$ cat src/rtl/rr_arbiter4.sv
// rr_arbiter4: four-requester round-robin arbiter with a hold-limit preemption.
// The winner's index is held in a register. The one-hot grant is a registered
// 2-to-4 decode of that index, qualified by the GRANT state. Every release,
// voluntary or forced, is followed by one dead GAP cycle before the next owner.
// Parameter legality: 1 <= MAX_HOLD <= 255 and 2**CNT_W > MAX_HOLD.
module rr_arbiter4 #(
  parameter int MAX_HOLD = 8,
  parameter int CNT_W    = 8
) (
  input  logic       clk,
  input  logic       rst,
  input  logic [3:0] req,
  output logic [3:0] gnt,
  output logic [1:0] gnt_idx,
  output logic       busy,
  output logic       preempt
);

  typedef enum logic [1:0] {
    IDLE  = 2'd0,
    GRANT = 2'd1,
    GAP   = 2'd2
  } state_t;

  localparam logic [CNT_W-1:0] HOLD_MAX = CNT_W'(MAX_HOLD);
  localparam logic [CNT_W-1:0] CNT_ONE  = CNT_W'(1);

  state_t           state_reg, state_next;
  logic [1:0]       ptr_reg, ptr_next;
  logic [1:0]       idx_reg, idx_next;
  logic [CNT_W-1:0] cnt_reg, cnt_next;
  logic             preempt_reg, preempt_next;
  logic [3:0]       gnt_reg, gnt_next;

  logic [3:0]       rot_req;        // req rotated so bit 0 is the ptr position
  logic [3:0]       owner_mask;     // one-hot of the current owner index
  logic [1:0]       win_off;
  logic [1:0]       win_idx;
  logic             any_req;
  logic             owner_req;
  logic             others_pending;

  // Rotation of the request vector, owner mask and next-grant decode
  // (index 0 -> 4'b0001 ... index 3 -> 4'b1000).
  genvar gi;
  generate
    for (gi = 0; gi < 4; gi++) begin : g_bit
      assign rot_req[gi]    = req[ptr_reg + 2'(gi)];
      assign owner_mask[gi] = (idx_reg == 2'(gi));
      assign gnt_next[gi]   = (state_next == GRANT) && (idx_next == 2'(gi));
    end
  endgenerate

  // Lowest rotated offset with a pending request wins.
  always_comb begin
    win_off = 2'd0;
    if (rot_req[0])      win_off = 2'd0;
    else if (rot_req[1]) win_off = 2'd1;
    else if (rot_req[2]) win_off = 2'd2;
    else if (rot_req[3]) win_off = 2'd3;
  end

  assign win_idx        = ptr_reg + win_off;
  assign any_req        = |req;
  assign owner_req      = |(req & owner_mask);
  assign others_pending = |(req & ~owner_mask);

  // Next-state logic: arbitrate in IDLE/GAP, release or hold in GRANT.
  always_comb begin
    state_next   = state_reg;
    ptr_next     = ptr_reg;
    idx_next     = idx_reg;
    cnt_next     = cnt_reg;
    preempt_next = 1'b0;
    case (state_reg)
      IDLE, GAP: begin
        if (any_req) begin
          state_next = GRANT;
          idx_next   = win_idx;
          cnt_next   = CNT_ONE;
        end else begin
          state_next = IDLE;
        end
      end
      GRANT: begin
        if (!owner_req) begin
          // Voluntary release wins even when the limit is reached this edge.
          state_next = GAP;
          ptr_next   = idx_reg + 2'd1;
        end else if ((cnt_reg == HOLD_MAX) && others_pending) begin
          state_next   = GAP;
          ptr_next     = idx_reg + 2'd1;
          preempt_next = 1'b1;
        end else if (cnt_reg != HOLD_MAX) begin
          cnt_next = cnt_reg + CNT_ONE;
        end
      end
      default: begin
        state_next = IDLE;
      end
    endcase
  end

  // State and output registers with synchronous reset.
  always_ff @(posedge clk) begin
    if (rst) begin
      state_reg   <= IDLE;
      ptr_reg     <= 2'd0;
      idx_reg     <= 2'd0;
      cnt_reg     <= '0;
      preempt_reg <= 1'b0;
      gnt_reg     <= 4'b0000;
    end else begin
      state_reg   <= state_next;
      ptr_reg     <= ptr_next;
      idx_reg     <= idx_next;
      cnt_reg     <= cnt_next;
      preempt_reg <= preempt_next;
      gnt_reg     <= gnt_next;
    end
  end

  assign gnt     = gnt_reg;
  assign gnt_idx = idx_reg;
  assign busy    = (state_reg == GRANT);
  assign preempt = preempt_reg;

endmodule

$ cat config.mk
export PLATFORM = sky130hd
export DESIGN_NAME = rr_arbiter4
export DESIGN_NICKNAME = d
export VERILOG_FILES = /design/src/rtl/rr_arbiter4.sv
export SDC_FILE = /design/constraint.sdc
export NUM_CORES = 1
export LEC_CHECK = 0
export CORE_UTILIZATION = 50
export CTS_BUF_LIST = sky130_fd_sc_hd__clkbuf_4
export CTS_CLUSTER_DIAMETER = 60
export DETAILED_ROUTE_END_ITERATION = 8
export GPL_TIMING_DRIVEN = 0
export PLACE_DENSITY = 0.73
export SYNTH_ARGS = -nofsm -noshare
export SYNTH_HDL_FRONTEND = slang
export SYNTH_SLANG_ARGS = --single-unit
$ cat constraint.sdc
create_clock -name clk -period 2.2 [get_ports clk]
set_input_delay 0.22 -clock clk [delete_from_list [all_inputs] [get_ports clk]]
set_output_delay 0.22 -clock clk [all_outputs]
set_load 0.01 [all_outputs]
==> summary.json <==
{
  "status": {
    "run_status": "finished, final reports clean"
  },
  "clock_network": {
    "cts.root.buffer_cell": "sky130_fd_sc_hd__clkbuf_4",
    "ctsHoldBuffers": 0,
    "clock_sink_count": 19,
    "setup_fix_bufs_post_cts": 0,
    "worstSkewPairLatency_ns": 0.31,
    "tritoncts": "built",
    "clk_transition_reported_paths_ns": 0.11,
    "ctsHtreeMaxLevel": 1,
    "cts_max_path_buffers": 2,
    "cts_made_buffers": 3
  },
  "timing": {
    "period_needed_ns": 2.088,
    "finalHoldViolations": 0,
    "layout_worst_path_cycle_share_pct": 94.90,
    "fmax_ghz": 0.4790,
    "fin_skew_ns": 0.004172,
    "totalNegativeSetupSlack_ns": 0,
    "slew-limit-headroom_pct": 71.63,
    "worst_pin_slew_ns": 0.4256,
    "timing.final.max_slew_violations": 0,
    "setup_violations": 0
  },
  "floorplan": {
    "initial_core_utilization_pct": 54.33,
    "area_of_the_placeable_core_um2": 2022,
    "placementRows": 16,
    "die_area_um2": 2389,
    "fp.dieH_um": 48.88,
    "io-pin-count": 14,
    "die-width_um": 48.88
  },
  "synthesis": {
    "synth_area_per_cell_um2": 8.582,
    "yosys_register_bits": 19,
    "netlist-cell-type-count": 38,
    "synth_enable_flop_cells": 0,
    "netlist_instances": 128,
    "async_reset_ff_share_pct": 0,
    "ys.warnings.count": 0,
    "postSynth.topFlopCell": "sky130_fd_sc_hd__dfxtp_1",
    "synth-seq-area-share_pct": 34.62,
    "syn_nets": 141,
    "netlist_area_um2": 1099
  },
  "layout": {
    "drive_above_1_share_pct": 13.38,
    "fillcell_total": 172,
    "multi_input_comb_area_um2": 660.6,
    "top_library_cells_by_usage_in_the_layout_fill_and_taps_aside": "18 x sky130_fd_sc_hd__dfxtp_1, 17 x sky130_fd_sc_hd__nor2_1, 9 x sky130_fd_sc_hd__a21oi_1, 9 x sky130_fd_sc_hd__clkdlybuf4s50_1, 7 x sky130_fd_sc_hd__ha_1",
    "final_net_count": 156,
    "largest_register_ffs": 8,
    "seq_area_um2": 381.6,
    "areaGrowthSynthToFinish_pct": 16.97,
    "mostFrequentLayoutCell": "sky130_fd_sc_hd__dfxtp_1",
    "antennaDiodeCount": 0
  },
  "global_route": {
    "grt.overflow.total": 0,
    "grt_first_pass_wirelength_um": 3905,
    "pin_count_of_the_biggest_net_entering_global_routing": 13,
    "antenna_found_initial": 0,
    "grt_usage_pct": 21.16,
    "via_count_of_the_first_global_routing_pass": 949
  },
  "placement": {
    "port-buffer-count": 10,
    "place.gp.congestion": 0.8468,
    "hpwl_um": 1681
  },
  "drt": {
    "route.detailed.drc": 0,
    "detail_route.vias_per_cell": 5.757,
    "via_count": 973,
    "drt-total-wl_um": 2213,
    "routed_antenna_nets": 0,
    "wl_per_cell_um": 13.09,
    "drt-initial-drc-count": 28,
    "drt-pass1-iter-count": 4
  },
  "power": {
    "power_uw": 845.2,
    "p_per_area_nw_per_um2": 657.8,
    "vdd_drop_max_mv": 0.4877,
    "power.leakage_uw": 0.0004891
  },
  "run": {
    "max-cap-violations": 0
  },
  "critical_path": {
    "worst_ep_required_time_ns": 2.47,
    "worstSetupPathType": "flip-flop to flip-flop",
    "critical_path_arrival_ns": 2.35,
    "worstSetupEndpointType": "flip-flop",
    "timing.critical_path.fanout_max": 8,
    "startpoint_type": "flip-flop"
  },
  "hold_path": {
    "worst_hold_path_type": "primary input to flip-flop"
  }
}
==> per-stage QoR <==
step | cells | hold slack [ns] | setup slack, ns | utilization, % | cell area [µm²]
after floorplan | 128 | 0.3078 | 0.1863 | - | 1099
after global placement | 165 | 0.4767 | -0.3436 | 60.95 | 1232
after detailed placement | 165 | 0.5046 | -0.4110 | 60.95 | 1232
after CTS | 169 | 0.4487 | 0.003588 | 62.38 | 1261
after global routing | 169 | 0.5122 | -0.007457 | 63.55 | 1285
final | 169 | 0.4587 | 0.1122 | 63.55 | 1285
==> worst paths after layout <==
path              start          to  slack (ns)  cells past startpoint
max reg2reg  ptr_reg[0]      gnt[2]        0.11                      9
min reg2reg  cnt_reg[0]  cnt_reg[0]        0.51                      1
min              req[2]     preempt        0.46                      5
max          ptr_reg[0]      gnt[2]        0.11                      9
==> cell families after synthesis <==
| kind of cell | Yosys count | synth area share [%] |
|---|---|---|
| buffers and inverters | 14 | 6.491 |
| and+or+nand+nor | 47 | 22.21 |
| DFF | 19 | 34.62 |
| AOI/OAI and AO/OA | 35 | 23.92 |
| adders and majority gates | 7 | 7.972 |
| xor gates and xnor gates | 6 | 4.784 |
==> final cells by class <==
class,count,area share (%)
multi-input cells,95,51.41
flip-flops and latches,19,29.70
repair buffers,10,7.692
plain buffers,7,3.992
well taps,27,2.629
inverters,7,2.240
clock buffers,3,1.753
clock inverters,1,0.5842
==> power breakdown <==
group | switching (µW) | total, µW | internal [µW]
Combinational | 149 | 269 | 119
Clock | 119 | 189 | 69.6
Sequential | 17.1 | 388 | 371
==> worst max-delay path, cell delays in order, from the launching register on <==
cell,delay (ns)
sky130_fd_sc_hd__dfxtp_2,0.36
sky130_fd_sc_hd__buf_6,0.13
sky130_fd_sc_hd__nor2_1,0.06
sky130_fd_sc_hd__a221oi_2,0.25
sky130_fd_sc_hd__o21ai_1,0.09
sky130_fd_sc_hd__ha_1,0.19
sky130_fd_sc_hd__xnor2_1,0.15
sky130_fd_sc_hd__or4_4,0.57
sky130_fd_sc_hd__nand3_4,0.10
sky130_fd_sc_hd__and3_1,0.15
==> per-layer routing <==
layer / track usage (%) / vias to the layer above / share of wire, %
met5: 0 / - / 0
met2: 34.72 / 26 / 45
li1: - / 490 / -
met1: 26.06 / 454 / 50
met3: 6.854 / 3 / 4.5
met4: 6.863 / 0 / 0.90
==> what timing repair did <==
item                                    4_1_cts  5_1_grt
cloned                                        0        0
pin swaps                                     0        1
endpoints found under the setup margin        5        5
resized for setup                             1        9
==> synthesized netlist by cell type, types with 2 or more instances <==
master / n / area, µm²
sky130_fd_sc_hd__o211ai_1: 3 / 22.52
sky130_fd_sc_hd__inv_1: 7 / 26.28
sky130_fd_sc_hd__ha_1: 7 / 87.58
sky130_fd_sc_hd__a21oi_2: 2 / 17.52
sky130_fd_sc_hd__a22o_1: 2 / 17.52
sky130_fd_sc_hd__nor4_1: 3 / 18.77
sky130_fd_sc_hd__a21oi_1: 9 / 45.04
sky130_fd_sc_hd__a21o_1: 3 / 22.52
sky130_fd_sc_hd__xor2_1: 5 / 43.79
sky130_fd_sc_hd__buf_4: 2 / 15.01
sky130_fd_sc_hd__nor3_1: 3 / 15.01
sky130_fd_sc_hd__nand3_1: 3 / 15.01
sky130_fd_sc_hd__nand2_1: 6 / 22.52
sky130_fd_sc_hd__nor2_1: 17 / 63.81
sky130_fd_sc_hd__o2111ai_1: 6 / 52.55
sky130_fd_sc_hd__o21ai_0: 2 / 10.01
sky130_fd_sc_hd__buf_2: 3 / 15.01
sky130_fd_sc_hd__a211oi_1: 2 / 15.01
sky130_fd_sc_hd__dfxtp_1: 19 / 380.4
sky130_fd_sc_hd__nand2b_1: 4 / 25.02
sky130_fd_sc_hd__and3_1: 3 / 18.77
(Power assumes the default switching activity.)
